$ cat src/rtl/bash_line_endpoint.sv
// Console command endpoint: captures a command line, answers echo/help/unknown
// with NUL-terminated response lines, then hands completion back via solved/solved_ack.
module bash_line_endpoint #(
  parameter int unsigned BUFFER_LEN    = 128,
  parameter int unsigned BASH_HEAD_LEN = 9
) (
  input  logic        clk,
  input  logic        rst,
  input  logic        line_ready,
  input  logic [12:0] line_len,
  input  logic [7:0]  line_char,
  output logic        line_next,
  output logic        tx_ready,
  output logic [7:0]  tx_char,
  input  logic        tx_next,
  output logic        solved,
  input  logic        solved_ack,
  output logic        busy
);

  localparam int unsigned AW = $clog2(BUFFER_LEN);

  // Response strings are left-aligned in a 15-byte field, zero padded.
  localparam logic [119:0] StrHelp0   = {"echo <text>", 32'h0};
  localparam logic [119:0] StrHelp1   = {"help", 88'h0};
  localparam logic [119:0] StrUnknown = "Unknown command";

  typedef enum logic [2:0] {
    StIdle, StRead, StParse, StWrite, StGap, StSolve, StWaitAck
  } state_e;

  typedef enum logic [1:0] {RespNone, RespEcho, RespHelp, RespUnknown} resp_e;

  state_e      state_q, state_d;
  resp_e       resp_q, resp_d;
  logic [7:0]  count_q, count_d;
  logic [7:0]  idx_q, idx_d;
  logic        phase_q, phase_d;
  logic        line_q, line_d;
  logic        gap_q, gap_d;
  logic [7:0]  mem_q [BUFFER_LEN];

  logic [12:0]   eff_len;
  logic          capture;
  logic          is_echo, is_help;
  logic [AW-1:0] echo_idx;
  logic [7:0]    cur_len, cur_byte;
  logic          at_term;
  logic          unused_head;

  assign unused_head = ^BASH_HEAD_LEN;

  function automatic logic [7:0] str_byte(input logic [119:0] s, input logic [7:0] i);
    logic [119:0] sh;
    sh = s << {i, 3'b000};
    return sh[119:112];
  endfunction

  assign eff_len  = (line_len > 13'(BUFFER_LEN)) ? 13'(BUFFER_LEN) : line_len;
  assign echo_idx = AW'(idx_q) + AW'(5);

  assign is_echo = (count_q >= 8'd4) && (mem_q[0] == "e") && (mem_q[1] == "c") &&
                   (mem_q[2] == "h") && (mem_q[3] == "o") &&
                   ((count_q == 8'd4) || (mem_q[4] == " "));
  assign is_help = (count_q == 8'd4) && (mem_q[0] == "h") && (mem_q[1] == "e") &&
                   (mem_q[2] == "l") && (mem_q[3] == "p");

  always_comb begin
    cur_len  = 8'd0;
    cur_byte = 8'd0;
    case (resp_q)
      RespEcho: begin
        cur_len  = (count_q > 8'd5) ? count_q - 8'd5 : 8'd0;
        cur_byte = mem_q[echo_idx];
      end
      RespHelp: begin
        cur_len  = line_q ? 8'd4 : 8'd11;
        cur_byte = str_byte(line_q ? StrHelp1 : StrHelp0, idx_q);
      end
      RespUnknown: begin
        cur_len  = 8'd15;
        cur_byte = str_byte(StrUnknown, idx_q);
      end
      default: ;
    endcase
  end

  assign at_term = (idx_q == cur_len);

  always_comb begin
    state_d = state_q;
    resp_d  = resp_q;
    count_d = count_q;
    idx_d   = idx_q;
    phase_d = phase_q;
    line_d  = line_q;
    gap_d   = gap_q;
    capture = 1'b0;
    case (state_q)
      StIdle: begin
        if (line_ready) begin
          state_d = StRead;
          count_d = 8'd0;
          phase_d = 1'b0;
        end
      end
      StRead: begin
        // Capture cycle pulses line_next; the following cycle only advances the count.
        if (phase_q) begin
          phase_d = 1'b0;
          count_d = count_q + 8'd1;
        end else if (!line_ready) begin
          state_d = StParse;
        end else if ({5'd0, count_q} < eff_len) begin
          capture = 1'b1;
          phase_d = 1'b1;
        end
      end
      StParse: begin
        idx_d  = 8'd0;
        line_d = 1'b0;
        if (count_q == 8'd0) begin
          resp_d  = RespNone;
          state_d = StSolve;
        end else begin
          resp_d  = is_echo ? RespEcho : (is_help ? RespHelp : RespUnknown);
          state_d = StWrite;
        end
      end
      StWrite: begin
        if (tx_next) begin
          if (at_term) begin
            state_d = StGap;
            gap_d   = 1'b0;
          end else begin
            idx_d = idx_q + 8'd1;
          end
        end
      end
      StGap: begin
        if (!gap_q) begin
          gap_d = 1'b1;
        end else if ((resp_q == RespHelp) && !line_q) begin
          state_d = StWrite;
          line_d  = 1'b1;
          idx_d   = 8'd0;
        end else begin
          state_d = StSolve;
        end
      end
      StSolve:   state_d = StWaitAck;
      StWaitAck: if (solved_ack) state_d = StIdle;
      default:   state_d = StIdle;
    endcase
  end

  always_ff @(posedge clk) begin
    if (rst) begin
      state_q <= StIdle;
      resp_q  <= RespNone;
      count_q <= 8'd0;
      idx_q   <= 8'd0;
      phase_q <= 1'b0;
      line_q  <= 1'b0;
      gap_q   <= 1'b0;
    end else begin
      state_q <= state_d;
      resp_q  <= resp_d;
      count_q <= count_d;
      idx_q   <= idx_d;
      phase_q <= phase_d;
      line_q  <= line_d;
      gap_q   <= gap_d;
    end
  end

  always_ff @(posedge clk) begin
    if (!rst && capture) begin
      mem_q[count_q[AW-1:0]] <= line_char;
    end
  end

  // Outputs are forced low for the whole time rst is high, including its first cycle.
  assign line_next = !rst && capture;
  assign tx_ready  = !rst && (state_q == StWrite);
  assign tx_char   = tx_ready ? (at_term ? 8'h00 : cur_byte) : 8'h00;
  assign solved    = !rst && (state_q == StSolve);
  assign busy      = !rst && (state_q != StIdle);

endmodule

$ cat config.mk
export PLATFORM = sky130hd
export DESIGN_NAME = bash_line_endpoint
export DESIGN_NICKNAME = d
export VERILOG_FILES = /design/src/rtl/bash_line_endpoint.sv
export SDC_FILE = /design/constraint.sdc
export NUM_CORES = 1
export LEC_CHECK = 0
export CAP_MARGIN = 20
export CORE_UTILIZATION = 45
export CTS_CLUSTER_DIAMETER = 80
export CTS_CLUSTER_SIZE = 16
export DETAILED_ROUTE_END_ITERATION = 10
export PLACE_DENSITY_LB_ADDON = 0.05
export SETUP_SLACK_MARGIN = 0.4
export SKIP_CTS_REPAIR_TIMING = 1
export SLEW_MARGIN = 40
export SYNTH_ARGS = -nofsm -noshare
export SYNTH_HDL_FRONTEND = slang
export SYNTH_SLANG_ARGS = --single-unit
$ cat constraint.sdc
create_clock -name clk -period 4.44 [get_ports clk]
set_clock_uncertainty 0.2 [all_clocks]
set_input_delay 0.444 -clock clk [delete_from_list [all_inputs] [get_ports clk]]
set_output_delay 0.444 -clock clk [all_outputs]
set_load 0.01 [all_outputs]
==> results.sh <==
export IMPL_status="complete, no violations"
export IMPL_cp_arrival_ps=3760
export IMPL_io_pins=38
export IMPL_hold_viol=0
export IMPL_dp_hpwl_mm=71.4
export IMPL_ant_nets=0
export IMPL_syn_num_nets=2204
export IMPL_cts_max_level=3
export IMPL_cts_tree="done"
export IMPL_leakage_nw=15.3
export IMPL_numCtsBuffers=76
export IMPL_synth_edff_count=1024
export IMPL_crit_path_max_incr_delay_ps=580
export IMPL_worstMarginPinSlew_ps=801
export IMPL_reg2reg_slack_ps=670
export IMPL_nets=2510
export IMPL_wl_met2_mm=55.3
export IMPL_drv_cap=0
export IMPL_fmax_ghz=0.227
export IMPL_clock_latency_ps=650
export IMPL_gr_total_overflow=0
export IMPL_rsz0062_at_grt="yes"
export IMPL_instances_no_fill=3752
export IMPL_via_per_inst=6.12
export IMPL_place_gp_congestion=0.887
export IMPL_postSynthAreaPerCell_um2=19.5
export IMPL_wirelength_mm=118
export IMPL_yosys_most_used_dff="edfxtp_1"
export IMPL_async_reset_ff_share_pct=0
export IMPL_placed_cells=3596
export IMPL_most_common_layout_cells="edfxtp_1, mux4_2, buf_4"
export IMPL_via_count=22961
export IMPL_cpMostUsedCell="mux4_2"
export IMPL_hold_path_class="primary input to flop"
export IMPL_worstSetupPathType="flop to output pin"
export IMPL_cp_slowest_cell="mux4_2"
export IMPL_highest_layer="met5"
export IMPL_whs_endpoint="mem_q[65][7]"
export IMPL_ctsLongestPathBuffers=3
export IMPL_worstReg2RegEnd="state_q[2]"
export IMPL_grt_max_degree=101
export IMPL_cp_start_kind="flop"
export IMPL_met3_wirelength_mm=7.77
export IMPL_layout_commonest_cell="edfxtp_1"
export IMPL_drive_above_1_share_pct=31.1
export IMPL_port_buffers=37
export IMPL_critPathRequiredTime_ps=3800
export IMPL_coreArea_um2=93300
export IMPL_drtIter0Drc=2777
export IMPL_post_route_util_pct=52.9
export IMPL_worstReg2RegStart="count_q[0]"
export IMPL_area_growth_pct=16.5
export IMPL_ys_seq_area_share_pct=73.7
export IMPL_post_drt_wl_per_cell_um=31.4
export IMPL_hold_start="line_char[7]"
export IMPL_grt_total_usage_pct=24.2
export IMPL_grt_pass1_vias=22474
export IMPL_die_h_um=309
export IMPL_finalSetupViolCount=0
export IMPL_synth_cells=2167
export IMPL_yosys_warnings=0
export IMPL_clk_pin_slew_ps=70
export IMPL_path_cells="ha_4 > buf_12 > buf_8 > buf_6 > mux4_2 > mux4_2 > nor3_2 > a31oi_1 > o211ai_1 > a21oi_1 > buf_2"
export IMPL_drcViolationCount=0
export IMPL_maxSlewHeadroom_pct=46.6
export IMPL_fin_crit_sh_pct=99.1
export IMPL_crit_fanout=5
export IMPL_ir_drop_v=0.000286
export IMPL_numClockSinks=1048
export IMPL_grt_antenna_before_repair=1
export IMPL_grt_pass1_wl_mm=164
export IMPL_worstSetupEndpointType="output pin"
export IMPL_rows=112
export IMPL_die_area_um2=95400
export IMPL_first_pass_iters=6
export IMPL_clk_root_buffer_cell="clkbuf_16"
export IMPL_ys_seq_elements=1048
export IMPL_post_route_min_period_ps=4400
export IMPL_drv_slew=0
export IMPL_hold_depth=1
export IMPL_worstRegToRegCells=11
export IMPL_pwr_density_cell_nw_per_um2=364
export IMPL_p_total_mw=18.0
export IMPL_met1Wirelength_mm=52.3
export IMPL_die_w_um=309
export IMPL_start_util_pct=45.4
export IMPL_synth_area_um2=42400
export IMPL_synth_distinct_cells=71
==> Yosys cell counts, types with 5 or more instances <==
cell type	instances	share of area, %
nand4_1	13	0.19
clkbuf_1	89	0.79
nand3_1	44	0.52
dfxtp_1	24	1.1
xnor2_1	10	0.21
nand2b_1	6	0.089
mux2i_1	22	0.52
o22ai_1	5	0.074
o21a_1	5	0.089
or3_1	6	0.089
a32oi_1	6	0.12
ha_1	11	0.32
inv_1	13	0.12
a22oi_1	11	0.19
o21ai_0	28	0.33
nor2b_1	10	0.15
buf_2	25	0.30
nor2_1	49	0.43
nor3_1	144	1.7
nand2_1	131	1.2
xor2_1	7	0.14
o41ai_1	5	0.10
mux4_2	297	16
and3_1	6	0.089
edfxtp_1	1024	73
buf_1	23	0.20
nor4_1	7	0.10
a21oi_1	42	0.50
a31oi_1	21	0.31
nand4b_1	5	0.10
==> metrics by stage <==
stage                     area (um^2)  hold WS, ps  TNS (ps)  worst slack [ps]
after floorplan                 42400          290         0               452
final                           49300         48.4         0              38.8
after detailed placement        46200          329         0              96.6
after global routing            49300         39.2     -69.4             -35.3
after global placement          46100          328         0              15.3
after CTS                       48300         29.2     -4420              -585
==> critical path: cells and delay by family, from the launching register on <==
kind,cells,cell delay (ps)
multiplexers,2,1070
AO/OA/AOI/OAI,3,570
buffers and inverters,4,560
flip-flops,1,370
adder cells (fa/ha/maj),1,330
AND/OR/NAND/NOR,1,200
==> cell type report <==
cell class                      instances  area, um^2
Antenna cell                            1        2.50
Sequential cell                      1048       31200
Timing Repair Buffer                  365        3570
Clock inverter                          6        67.6
Inverter                               15        56.3
Tap cell                             1254        1570
Clock buffer                           96        2040
Multi-Input combinational cell        967       10800
Fill cell                            7479       44000
==> routing by layer <==
metal / track usage [%] / vias up
li1: - / 9594
met1: 36.0 / 12317
met5: 0 / -
met2: 37.9 / 886
met3: 3.89 / 162
met4: 5.25 / 2
==> worst max path at each step <==
| stage | end | from | slack, ps |
|---|---|---|---|
| after global routing | tx_char[0] | idx_q[1] | -40 |
| final | tx_char[6] | idx_q[0] | 40 |
| after floorplan | tx_char[7] | count_q[0] | 450 |
| after CTS | tx_char[7] | count_q[0] | -590 |
| after global placement | mem_q[9][7] | line_len[3] | 20 |
| after detailed placement | mem_q[9][7] | line_len[9] | 100 |
==> registers in the layout, summed over array words and instances, names as in the netlist <==
register,flops
count_q,8
gap_q,1
idx_q,8
line_q,1
mem_q,1024
phase_q,1
resp_q,2
state_q,3
==> where the power goes <==
| part | internal [mW] | switching (mW) | leakage (nW) |
|---|---|---|---|
| Clock | 3.28 | 3.24 | 1.02 |
| Sequential | 10.9 | 0.0578 | 9.40 |
| Combinational | 0.125 | 0.399 | 4.90 |
==> cell families after synthesis <==
kind of cell | synth area share, %
flip-flops | 73.7
AND/OR/NAND/NOR | 5.19
multiplexers | 16.3
AO/OA/AOI/OAI | 2.68
buffers and inverters | 1.42
XOR/XNOR | 0.351
adder cells (fa/ha/maj) | 0.325
(Power assumes the default switching activity.)
